## src/rtl/sync_fifo.sv

```systemverilog
// Single-clock FIFO with combinational head read; no full bypass.
module sync_fifo #(
  parameter int WIDTH = 8,
  parameter int DEPTH = 4
) (
  input  logic             clock,
  input  logic             reset,
  input  logic             push,
  input  logic [WIDTH-1:0] push_data,
  input  logic             pop,
  output logic [WIDTH-1:0] head,
  output logic             full,
  output logic             empty
);
  localparam int AW = $clog2(DEPTH);
  localparam int CW = AW + 1;

  logic [DEPTH-1:0][WIDTH-1:0] mem;
  logic [AW-1:0]               wr_ptr, rd_ptr;
  logic [CW-1:0]               count;
  logic                        wr, rd;

  assign full  = (count == CW'(DEPTH));
  assign empty = (count == '0);
  assign wr    = push & ~full;
  assign rd    = pop & ~empty;
  assign head  = mem[rd_ptr];

  // Storage is cleared on reset so the head reads 0 while empty after reset.
  always_ff @(posedge clock) begin
    if (reset) begin
      mem    <= '0;
      wr_ptr <= '0;
      rd_ptr <= '0;
      count  <= '0;
    end else begin
      if (wr) begin
        mem[wr_ptr] <= push_data;
        wr_ptr      <= wr_ptr + AW'(1);
      end
      if (rd) rd_ptr <= rd_ptr + AW'(1);
      case ({wr, rd})
        2'b10:   count <= count + CW'(1);
        2'b01:   count <= count - CW'(1);
        default: count <= count;
      endcase
    end
  end

endmodule

```

## config.mk

```make
export PLATFORM = sky130hd
export DESIGN_NAME = sync_fifo
export DESIGN_NICKNAME = d
export VERILOG_FILES = /design/src/rtl/sync_fifo.sv
export SDC_FILE = /design/constraint.sdc
export NUM_CORES = 1
export LEC_CHECK = 0
export CAP_MARGIN = 40
export CORE_UTILIZATION = 45
export DETAILED_ROUTE_END_ITERATION = 7
export PLACE_DENSITY = 0.71
export SETUP_SLACK_MARGIN = 0.4
export SLEW_MARGIN = 10
export SYNTH_ARGS = -nofsm -noshare
export SYNTH_HDL_FRONTEND = slang
export SYNTH_SLANG_ARGS = --single-unit
```

## constraint.sdc

```tcl
create_clock -name clock -period 2.4 [get_ports clock]
set_clock_uncertainty 0.2 [all_clocks]
set_input_delay 0.48 -clock clock [delete_from_list [all_inputs] [get_ports clock]]
set_output_delay 0.48 -clock clock [all_outputs]
set_load 0.05 [all_outputs]
```

# Yosys cells after proc, flatten, opt, wreduce, memory -nomap -nowiden
# Cells that the tools add are included.
# W data, S select, Z words.
# totals
register_bits	39
input_bits	12
output_inout_bits	10
elab_cells	30
# classes
addsub	4
magnitude_cmp	3
eq_ne	3
mux	6
bitwise	4
reduce_logical	3
# ops
op	count
$bwmux W32	1
$bmux W8 S2	1
$demux W8 S2	1
$mux W8	2
$lt A2 B3 Y1 const B	2
$pmux W3 S2	1
$add A2 B1 Y2 const B	2
$add A3 B1 Y3 const B	1
$eq A3 B3 Y1 const B	1
$logic_not A3 Y1	1
$sub A3 B1 Y3 const B	1
$and A1 B1 Y1	2
$eq A2 B1 Y1 const B	1
$eq A2 B2 Y1 const B	1
$ge A2 B1 Y1 const B	1
$not A1 Y1	2
$reduce_bool A2 Y1	1
$logic_and A1 B1 Y1	1

# Depth between registers and ports, before layout
# logic_depth
ltp_word	5
depth_mapped	10
ltp_nobuf	9

# Worst setup path after synthesis
# OpenSTA, ideal clock, no wires.
# synth_timing
path_kind	register to register
start	register count[0]
end	register count[2]
setup_ns	0.070
arrival_ns	2.303
required_ns	2.130
path_slack_ns	-0.173
stages_incl_launch_ff	11
n_path_buf	1
period_less_slack_ns	2.573
cell_sequence	dfxtp_1 or3b_1 buf_6 and2_4 inv_1 ha_1 inv_1 fa_1 xor2_1 or3_2 a21oi_1
# synth_via
elab_chain_cells	5
elab_cells_between_ends	12
cone_classes	add/sub (2); eq/ne (3); mux (1); bitwise (4); reduce/logical (2)
# synth_lines
element	line	text
start: declaration	20	logic [CW-1:0] count;
start signal: assignment	43	2'b10: count <= count + CW'(1);
start signal: assignment	44	2'b01: count <= count - CW'(1);
start signal: assignment	45	default: count <= count;
$eq A3 B3 Y1 / $logic_not A3 Y1 (equally long branches)	23, 24	
$not A1 Y1, on equally long branches	25, 26	
$and A1 B1 Y1, on equally long branches	25, 26	
$eq A2 B1 Y1 / $eq A2 B2 Y1 (equally long branches)	42	case ({wr, rd})
$pmux W3 S2 / $reduce_bool A2 Y1 (equally long branches)	-	
# Parallel ways exist; a longest one is shown, timed or not.
# A chain may end at the register's enable or synchronous reset.

# Worst setup path after layout
# Same ends and word-level chain as after synthesis.

==> flow_summary.toml <==
[global_route]
grt_pass1_wl_mm = 6.568
track_usage = 0.2050
antenna_found_initial = 0
grt_max_degree = 50
grt_pass1_vias = 1383
overflow = 0

[layout]
nets = 227
syn2layout_area_growth_pct = 28.60
layout-drive-gt1-share = 0.3110
final_common_cell = "nand2b_1"
instances_no_fill = 259
diodes = 0
n_fill_cell = 342
final_cell_mix = "40 x nand2b_1, 34 x dfxtp_1, 32 x mux2i_1"

[floorplan]
die-area_sq_um = 4533
io_pins = 22
core_area_sq_um = 4058
die_h_um = 67.33
die_w_um = 67.33
start_util = 0.4733
num_rows = 23

[timing]
rsz0062_at_grt = "true"
slew-limit-headroom = 0.8004
drv_slew = 0
fmax_ghz = 0.4342
finalSetupViolCount = 0
min_period_ns = 2.303
tightest_slew_ns = 0.2971
hold_viol_final = 0
whs_ns = 0.2752
fin_setup_tns_ns = 0
finalCritPeriodShare = 0.9596

[route]
avgRoutedWirePerCell_um = 15.35
vias_per_cell = 5.143
routed_wl_mm = 3.975
firstDrtPassIters = 4
drt-initial-drc-count = 51
vias = 1332
ant_nets = 0
drc = 0

[critical_path]
slowest_delay_ns = 0.39
path_depth = 9
worstSetupStartpointType = "flop"
crit_fanout = 2
reg2regPathDepth = 9
critPathCaptureType = "flop"
crit_type = "reg -> reg"
path_delay_family = "simple AND/OR/NAND/NOR gates"
cpMaxStageDelayCell = "or3b_4"
cpMostUsedCell = "inv_2"
worstPathCellList = "or3b_4 -> and2_4 -> inv_2 -> ha_4 -> inv_2 -> fa_2 -> xor2_2 -> or3_4 -> a21oi_2"
critPathBufInv = 2
cp.required_ns = 2.43
critPathArrivalTime_ns = 2.33

[hold_path]
worstHoldPathType = "reg -> reg"
hold_depth = 2

[logic_synthesis]
syn-cell-area_sq_um = 1921
synth_fp_nets = 192
yosysWarnings = 0
ys_top_cells_by_area = "dfxtp_1 41%, mux2i_1 17%, nand2b_1 13%, mux4_2 9.4%, ha_1 3.3%"
avgSynthCellArea_sq_um = 11.04
ys_types = 26
synth_top_area_cell = "dfxtp_1"
yosysSeqAreaShare = 0.4065
netlist_instances = 174
ys_ff_latch = 39
synth_top_area_share = 0.4065

[clock_tree]
clock-sinks = 39
htree_num_levels = 2
cts_root_buf = "clkbuf_8"
clock_latency_ns = 0.29
clk_path_buf_depth = 2
cts_tree = "yes"
cts_buffers = 5
path_clk_slew_ns = 0.07

[placed_design]
place_hpwl_mm = 2.622
gp_congestion = 0.7294
dp_cells = 245
portBuffers = 21

[outcome]
outcome = "completed"

[power]
peakVddDrop_mv = 0.5996
power_mw = 2.216
leakagePower_nw = 1.069
power.density_nw_per_um2 = 897.4

[job]
max-cap-violations = 0
==> state kept, by name, summed over array words and instances (netlist names) <==
register  flops
rd_ptr        2
mem          32
count         3
wr_ptr        2
==> synthesized netlist by cell type <==
cell      instances
inv_1             8
clkbuf_1          6
o31ai_1           2
xor2_1            3
mux2_4            1
or3_2             1
mux4_2            8
nand3_2           3
mux2i_1          32
buf_6             3
or3_1             1
ha_1              5
or3b_1            1
nor2_1            6
and2_4            1
and3_4            2
nand3_1           1
fa_1              1
nand2b_1         40
dfxtp_1          39
o21ai_0           2
nand4b_1          1
a21oi_1           3
nand2_1           1
nor3_1            1
buf_2             2
==> what timing repair did <==
action | in CTS | in global routing
setup buffers | 6 | 1
hold buffers | 0 | 0
pin swaps | 5 | 1
resized for setup | 24 | 4
setup endpoints to repair | 12 | 32
==> path summary, 6_finish.rpt <==
path,start,end,slack (ns)
max,count[0]$_SDFFE_PP0P_,count[2]$_SDFFE_PP0P_,0.1
min,mem[9]$_SDFFE_PP0P_,mem[9]$_SDFFE_PP0P_,0.28
max reg2reg,count[0]$_SDFFE_PP0P_,count[2]$_SDFFE_PP0P_,0.1
min reg2reg,mem[9]$_SDFFE_PP0P_,mem[9]$_SDFFE_PP0P_,0.28
==> logic make-up (layout without fill, tap and decap cells) <==
kind of cell             Yosys count  count (layout)  share of synthesized area
XOR/XNOR                           3               3                    0.01368
AO/OA/AOI/OAI                      7               7                    0.02084
multiplexers                      41              41                     0.2684
AND/OR/NAND/NOR                   59              59                     0.1974
adder cells (fa/ha/maj)            6               6                    0.04300
buffers and inverters             19              54                    0.05016
flip-flops                        39              39                     0.4065
==> per-stage QoR <==
stage	instance area, sq um	setup slack, ns	utilization
after floorplan	1942	-0.006319	-
after global placement	2231	-0.1257	0.5498
after detailed placement	2231	-0.2094	0.5498
after CTS	2439	0.08360	0.6010
after global routing	2470	0.04712	0.6087
final	2470	0.09684	0.6087
==> worst register-to-register path, delay by kind of cell, from the launching register on <==
kind	cells	cell delay, ns
xor+xnor	1	0.16
compound gates	1	0.13
fa+ha+maj	2	0.47
flops	1	0.33
buf+inv	2	0.09
simple gates	3	0.87
==> report_power, final <==
| part | switching, mW | internal (mW) |
|---|---|---|
| Clock | 0.226 | 0.225 |
| Sequential | 0.0486 | 0.731 |
| Combinational | 0.522 | 0.463 |
==> area by class of cell <==
| class | instances | area, sq um | share of cell area |
|---|---|---|---|
| clock buffer | 6 | 82.58 | 0.03343 |
| tap | 50 | 62.56 | 0.02533 |
| clock inverter | 1 | 5.005 | 0.002026 |
| sequential | 39 | 789.5 | 0.3197 |
| multi-input combinational | 116 | 1096 | 0.4438 |
| timing repair buffer | 39 | 401.6 | 0.1626 |
| inverter | 8 | 32.53 | 0.01317 |
==> metal layers <==
metal,vias to the layer above,GRT usage,share of wire
met5,-,0,0
met3,6,0.07095,0.033
met4,0,0.07181,0.016
met2,20,0.3438,0.49
li1,653,-,-
met1,653,0.2416,0.46
Note: power is estimated with default switching activity, not from simulation.
